## src/rtl/i2c_pkg.sv

```systemverilog
// Shared I2C definitions: FSM state encoding and ACK/NACK bit values.
// The master reuses the encodings for the state names it has in common.
package i2c_pkg;

    localparam logic [3:0] ST_IDLE      = 4'd0;
    localparam logic [3:0] ST_ADDR      = 4'd1;
    localparam logic [3:0] ST_ADDR_ACK  = 4'd2;
    localparam logic [3:0] ST_PTR       = 4'd3;
    localparam logic [3:0] ST_PTR_ACK   = 4'd4;
    localparam logic [3:0] ST_WDATA     = 4'd5;
    localparam logic [3:0] ST_WDATA_ACK = 4'd6;
    localparam logic [3:0] ST_RDATA     = 4'd7;
    localparam logic [3:0] ST_RDATA_ACK = 4'd8;

    localparam logic ACK_BIT  = 1'b0;
    localparam logic NACK_BIT = 1'b1;

    typedef enum logic [3:0] {
        S_IDLE      = ST_IDLE,
        S_ADDR      = ST_ADDR,
        S_ADDR_ACK  = ST_ADDR_ACK,
        S_PTR       = ST_PTR,
        S_PTR_ACK   = ST_PTR_ACK,
        S_WDATA     = ST_WDATA,
        S_WDATA_ACK = ST_WDATA_ACK,
        S_RDATA     = ST_RDATA,
        S_RDATA_ACK = ST_RDATA_ACK
    } i2c_state_e;

endpackage

```

## src/rtl/i2c_bus_sync.sv

```systemverilog
// SCL/SDA 2-FF synchronizers + history register; START/STOP/SCL-edge pulses, 2 clk + comb decode.
// No backpressure: pulses are single-cycle and must be consumed when asserted.
module i2c_bus_sync (
    input  logic clk,
    input  logic rst_n,
    input  logic scl_in,
    input  logic sda_in,
    output logic sda_s,
    output logic scl_rise,
    output logic scl_fall,
    output logic start_det,
    output logic stop_det
);

    logic [1:0] scl_sync_q;
    logic [1:0] sda_sync_q;
    logic       scl_hist_q;
    logic       sda_hist_q;
    logic       scl_s;

    // Reset to the idle-bus level so a released bus never looks like an edge.
    always_ff @(posedge clk or negedge rst_n) begin
        if (!rst_n) begin
            scl_sync_q <= 2'b11;
            sda_sync_q <= 2'b11;
            scl_hist_q <= 1'b1;
            sda_hist_q <= 1'b1;
        end else begin
            scl_sync_q <= {scl_sync_q[0], scl_in};
            sda_sync_q <= {sda_sync_q[0], sda_in};
            scl_hist_q <= scl_sync_q[1];
            sda_hist_q <= sda_sync_q[1];
        end
    end

    assign scl_s     = scl_sync_q[1];
    assign sda_s     = sda_sync_q[1];
    assign scl_rise  = scl_s & ~scl_hist_q;
    assign scl_fall  = ~scl_s & scl_hist_q;
    // SCL must be high on both samples, so a simultaneous SCL/SDA drop is not a START.
    assign start_det = scl_s & scl_hist_q & sda_hist_q & ~sda_s;
    assign stop_det  = scl_s & scl_hist_q & ~sda_hist_q & sda_s;

endmodule

```

## src/rtl/i2c_target_regs.sv

```systemverilog
// I2C target with auto-incrementing byte register file; decisions 3 clk after pad, SDA updated 1 clk after SCL fall.
// No backpressure: never stretches SCL; fabric sees writes as wr_strobe pulses, reads via host_addr/host_rdata.
module i2c_target_regs
    import i2c_pkg::*;
#(
    parameter logic [6:0] TARGET_ADDRESS = 7'h76,
    parameter int         NUM_REGS       = 16,
    parameter int         PTR_W          = $clog2(NUM_REGS)
) (
    input  logic             clk,
    input  logic             rst_n,
    input  logic             scl_in,
    input  logic             sda_in,
    output logic             sda_oe,
    input  logic [PTR_W-1:0] host_addr,
    output logic [7:0]       host_rdata,
    output logic             wr_strobe,
    output logic [PTR_W-1:0] wr_addr,
    output logic [7:0]       wr_data,
    output logic             busy
);

    logic sda_s;
    logic scl_rise;
    logic scl_fall;
    logic start_det;
    logic stop_det;

    i2c_bus_sync u_bus_sync (
        .clk       (clk),
        .rst_n     (rst_n),
        .scl_in    (scl_in),
        .sda_in    (sda_in),
        .sda_s     (sda_s),
        .scl_rise  (scl_rise),
        .scl_fall  (scl_fall),
        .start_det (start_det),
        .stop_det  (stop_det)
    );

    i2c_state_e       state_d, state_q;
    logic [2:0]       bit_cnt_d, bit_cnt_q;
    logic [7:0]       sh_d, sh_q;
    logic [PTR_W-1:0] ptr_d, ptr_q;
    logic             sda_oe_d, sda_oe_q;
    logic             busy_d, busy_q;
    logic             wr_strobe_d, wr_strobe_q;
    logic [PTR_W-1:0] wr_addr_d, wr_addr_q;
    logic [7:0]       wr_data_d, wr_data_q;
    logic             reg_we;
    logic [7:0]       regs_q [NUM_REGS];
    logic [7:0]       rx_byte;
    logic [7:0]       rd_byte;

    assign rx_byte = {sh_q[6:0], sda_s};
    assign rd_byte = regs_q[ptr_q];

    always_comb begin
        state_d     = state_q;
        bit_cnt_d   = bit_cnt_q;
        sh_d        = sh_q;
        ptr_d       = ptr_q;
        sda_oe_d    = sda_oe_q;
        busy_d      = busy_q;
        wr_strobe_d = 1'b0;
        wr_addr_d   = wr_addr_q;
        wr_data_d   = wr_data_q;
        reg_we      = 1'b0;
        if (stop_det) begin
            state_d   = S_IDLE;
            bit_cnt_d = '0;
            sda_oe_d  = 1'b0;
            busy_d    = 1'b0;
        end else if (start_det) begin
            state_d   = S_ADDR;
            bit_cnt_d = '0;
            sda_oe_d  = 1'b0;
            busy_d    = 1'b0;
        end else begin
            unique case (state_q)
                S_IDLE: begin
                end
                S_ADDR, S_PTR, S_WDATA: begin
                    // bit_cnt wraps 7 -> 0 on the last bit, ready for the ACK phase.
                    if (scl_rise) begin
                        sh_d      = rx_byte;
                        bit_cnt_d = bit_cnt_q + 3'd1;
                        if (bit_cnt_q == 3'd7) begin
                            if (state_q == S_ADDR) begin
                                if (rx_byte[7:1] == TARGET_ADDRESS) begin
                                    state_d = S_ADDR_ACK;
                                    busy_d  = 1'b1;
                                end else begin
                                    state_d = S_IDLE;
                                end
                            end else if (state_q == S_PTR) begin
                                ptr_d   = rx_byte[PTR_W-1:0];
                                state_d = S_PTR_ACK;
                            end else begin
                                reg_we      = 1'b1;
                                wr_strobe_d = 1'b1;
                                wr_addr_d   = ptr_q;
                                wr_data_d   = rx_byte;
                                ptr_d       = ptr_q + PTR_W'(1);
                                state_d     = S_WDATA_ACK;
                            end
                        end
                    end
                end
                S_ADDR_ACK, S_PTR_ACK, S_WDATA_ACK: begin
                    // First fall starts the ACK drive, second fall ends it.
                    if (scl_fall) begin
                        if (bit_cnt_q == 3'd0) begin
                            sda_oe_d  = ~ACK_BIT;
                            bit_cnt_d = 3'd1;
                        end else begin
                            bit_cnt_d = 3'd0;
                            if (state_q == S_ADDR_ACK && sh_q[0]) begin
                                sh_d     = rd_byte;
                                sda_oe_d = ~rd_byte[7];
                                state_d  = S_RDATA;
                            end else begin
                                sda_oe_d = 1'b0;
                                if (state_q == S_ADDR_ACK) begin
                                    state_d = S_PTR;
                                end else begin
                                    state_d = S_WDATA;
                                end
                            end
                        end
                    end
                end
                S_RDATA: begin
                    if (scl_fall) begin
                        if (bit_cnt_q == 3'd7) begin
                            sda_oe_d  = 1'b0;
                            ptr_d     = ptr_q + PTR_W'(1);
                            bit_cnt_d = 3'd0;
                            state_d   = S_RDATA_ACK;
                        end else begin
                            sh_d      = {sh_q[6:0], 1'b0};
                            sda_oe_d  = ~sh_q[6];
                            bit_cnt_d = bit_cnt_q + 3'd1;
                        end
                    end
                end
                S_RDATA_ACK: begin
                    if (bit_cnt_q == 3'd0) begin
                        if (scl_rise) begin
                            if (sda_s == NACK_BIT) begin
                                state_d = S_IDLE;
                            end else begin
                                bit_cnt_d = 3'd1;
                            end
                        end
                    end else if (scl_fall) begin
                        sh_d      = rd_byte;
                        sda_oe_d  = ~rd_byte[7];
                        bit_cnt_d = 3'd0;
                        state_d   = S_RDATA;
                    end
                end
                default: begin
                    state_d = S_IDLE;
                end
            endcase
        end
    end

    always_ff @(posedge clk or negedge rst_n) begin
        if (!rst_n) begin
            state_q     <= S_IDLE;
            bit_cnt_q   <= '0;
            sh_q        <= '0;
            ptr_q       <= '0;
            sda_oe_q    <= 1'b0;
            busy_q      <= 1'b0;
            wr_strobe_q <= 1'b0;
            wr_addr_q   <= '0;
            wr_data_q   <= '0;
        end else begin
            state_q     <= state_d;
            bit_cnt_q   <= bit_cnt_d;
            sh_q        <= sh_d;
            ptr_q       <= ptr_d;
            sda_oe_q    <= sda_oe_d;
            busy_q      <= busy_d;
            wr_strobe_q <= wr_strobe_d;
            wr_addr_q   <= wr_addr_d;
            wr_data_q   <= wr_data_d;
        end
    end

    always_ff @(posedge clk or negedge rst_n) begin
        if (!rst_n) begin
            for (int i = 0; i < NUM_REGS; i++) begin
                regs_q[i] <= '0;
            end
        end else if (reg_we) begin
            regs_q[ptr_q] <= rx_byte;
        end
    end

    assign host_rdata = regs_q[host_addr];
    assign sda_oe     = sda_oe_q;
    assign busy       = busy_q;
    assign wr_strobe  = wr_strobe_q;
    assign wr_addr    = wr_addr_q;
    assign wr_data    = wr_data_q;

endmodule
```

## config.mk

```make
export PLATFORM = sky130hd
export DESIGN_NAME = i2c_target_regs
export DESIGN_NICKNAME = d
export VERILOG_FILES = /design/src/rtl/i2c_pkg.sv /design/src/rtl/i2c_bus_sync.sv /design/src/rtl/i2c_target_regs.sv
export SDC_FILE = /design/constraint.sdc
export NUM_CORES = 1
export LEC_CHECK = 0
export ABC_AREA = 1
export BUFFER_PORTS_ARGS = -buffer_cell sky130_fd_sc_hd__buf_2
export CAP_MARGIN = 20
export CORE_ASPECT_RATIO = 0.75
export CORE_MARGIN = 2
export CORE_UTILIZATION = 30
export DETAILED_ROUTE_END_ITERATION = 8
export GPL_ROUTABILITY_DRIVEN = 1
export SYNTH_ARGS = -nofsm -noshare
export SYNTH_HDL_FRONTEND = slang
export SYNTH_HIERARCHICAL = 1
export SYNTH_SLANG_ARGS = --single-unit
```

## constraint.sdc

```tcl
create_clock -name clk -period 2.5 [get_ports clk]
set_input_delay 0.375 -clock clk [delete_from_list [all_inputs] [get_ports clk]]
set_output_delay 0.375 -clock clk [all_outputs]
set_load 0.02 [all_outputs]
```

==> metrics <==
final setup violation count=0; Clock Root Buffer=clkbuf_16; fraction of layout cells with a size suffix above 1=0.147; post-route clock period utilization=0.910; Final Instance Area=11000 um2; result of the run=complete, no violations; leakage=5.23 nW; core area=32200 um2; DP HPWL=20200 um; Peak VDD IR=0.366 mV; Final Hold Viols=0; ys async rst share=1.00; Rel. slew slack=0.547; die area=33900 um2; number of global-route vias before repair=7884; Syn Area/Cell=7.53 um2; Final ANT Viol Nets=0; antenna violations before repair=0; total track usage=0.178; Primary FF master, synth=dfrtp_1; initial drt markers=1120; # clock sinks=167; Pins Over Slew Limit=0; # Post-CTS Setup Buffers=0; worst setup margin=0.224 ns; drt first pass iters=6; Worst Tran Pin Value=0.679 ns; DRC=0; Yosys cell types=31; CP Data Arrival Time=1.90 ns; post-CTS sizing=0; worst path required time=2.12 ns; CTS tree=built; # rows=57; crit path time final=2.28 ns; Design Power=7.31 mW; clock buffer depth=2; synth-to-layout area growth=12.9%; crit start category=flip-flop; synthesized instance count=1294; Layout Skew=0.0113 ns; wire per inst=16.3 um; #FFs+latches synth=167; # IOs=31; H-Tree Depth=4; Die Ht=160 um; sequential fraction of the synthesis area=0.430; WL final=28700 um; Post-CTS Hold Buffers=2; RePlAce Congestion=0.881; Max Clk Rate=0.439 GHz; Area after DPL=10400 um2; CTS Buf Count=17; PortBufs=30; CP endpoint kind=output port; most frequent cells in the layout=397 x nand2_1, 160 x dfrtp_1, 120 x inv_1; via count=8609; max cap viols=0; clock-pin slew on the worst setup and hold paths=0.07 ns; first-pass GRT wire length=46000 um; Clock Latency Late Sink=0.45 ns; Synth warnings=6; total global routing overflow=0; RSZ-0062 raised after global routing=no; Final TNS setup=0 ns; Initial Util=0.303; hold crit path type=in2reg; Die X=212 um; ant diodes=0; syn_nets=1309; most common cell after layout, fill and taps aside=nand2_1; Layout Nets=1319; P per Cell Area=665 nW/um2; number of enable flip-flop cells after synthesis=0; Placement Setup Slack=0.254 ns; Setup CP Type=reg2out; Netlist Area Pre-Place=9740 um2; largest net degree at the start of global routing=80; DR vias/cell=4.90; Crit Path Max Fanout=2
final timing paths:
kind,endpoint,slack (ns),cells after the start,start
hold / removal,u_bus_sync/sda_sync_q[0],0.03,1,sda_in
max in group asynchronous,u_bus_sync/sda_hist_q,1.23,3,rst_n
setup reg to reg,regs_q[42],0.34,7,ptr_q[0]
setup / recovery,host_rdata[7],0.22,7,regs_q[119]
hold reg to reg,u_bus_sync/scl_sync_q[1],0.36,0,u_bus_sync/scl_sync_q[0]
min in group asynchronous,regs_q[45],0.49,2,rst_n
kinds of logic (layout without fill, tap and decap cells):
kind of cell,Yosys count,after routing,synth area share
muxes,3,3,0.00308
and+or+nand+nor,555,555,0.244
AOI/OAI and AO/OA,359,359,0.221
DFF,167,167,0.430
buffers and inverters,201,223,0.0917
xor gates and xnor gates,2,2,0.00180
adders and majority gates,7,7,0.00899
per-stage QoR:
stage / util / instances / hold WS, ns
finish: 0.342 / 1758 / 0.0306
global route: 0.342 / 1758 / 0.00544
CTS: 0.342 / 1758 / 0.00186
detailed placement: 0.323 / 1725 / 0.351
global placement: 0.323 / 1725 / 0.350
floorplan: - / 1294 / 0.0794
cells in the mapped netlist (2+ instances only):
library cell / instances / area share
inv_1: 120 / 0.046
nand4_1: 9 / 0.0058
o211ai_1: 47 / 0.036
inv_2: 2 / 0.00077
nand3_1: 36 / 0.018
dfstp_2: 6 / 0.016
nor2_2: 4 / 0.0026
o221ai_1: 7 / 0.0063
o21ai_0: 101 / 0.052
nor2_1: 80 / 0.031
o22ai_1: 3 / 0.0019
o21ai_2: 54 / 0.049
a21oi_1: 70 / 0.036
nand3_2: 2 / 0.0021
nand2_2: 6 / 0.0039
buf_1: 5 / 0.0019
nand2_4: 16 / 0.018
ha_1: 7 / 0.0090
clkbuf_1: 47 / 0.018
nand2_1: 397 / 0.15
o21ai_1: 75 / 0.039
xor2_1: 2 / 0.0018
dfrtp_1: 161 / 0.41
buf_2: 9 / 0.0046
mux2i_1: 3 / 0.0031
buf_6: 17 / 0.020
nor2_8: 4 / 0.0082
flip-flops by register name, indices dropped and copies added, names as in the netlist:
signal / cells
state_q: 4
wr_data: 8
wr_strobe: 1
wr_addr: 4
ptr_q: 4
u_bus_sync/scl_sync_q: 2
bit_cnt_q: 3
sda_oe: 1
u_bus_sync/scl_hist_q: 1
busy: 1
regs_q: 128
sh_q: 7
u_bus_sync/sda_sync_q: 2
u_bus_sync/sda_hist_q: 1
area by class of cell:
| type | instances | area [um2] |
|---|---|---|
| sequential | 167 | 4190 |
| tap | 442 | 553 |
| inverter | 123 | 462 |
| clock buffer | 21 | 480 |
| timing repair buffer | 69 | 557 |
| clock inverter | 10 | 95.1 |
| fill | 3376 | 21200 |
| multi-input combinational | 926 | 4660 |
report_power, final:
| part | internal, mW | switching (mW) |
|---|---|---|
| clock | 1.47 | 1.14 |
| combinational | 0.477 | 1.30 |
| sequential | 2.80 | 0.118 |
| total | 4.76 | 2.56 |
routing by layer:
layer	global-route usage	vias to the layer above	routed length, um
met4	0.0650	0	621
met1	0.279	4002	14800
met3	0.0439	36	2160
met2	0.230	311	11100
li1	-	4260	-
met5	0	-	0
critical path, cell delays in order (launching register included):
cell,delay [ns]
dfrtp_1,0.39
inv_1,0.13
a21oi_1,0.08
o21ai_0,0.10
nand2_1,0.09
o22ai_1,0.30
o21ai_0,0.17
buf_2,0.19
(Power assumes the default switching activity.)
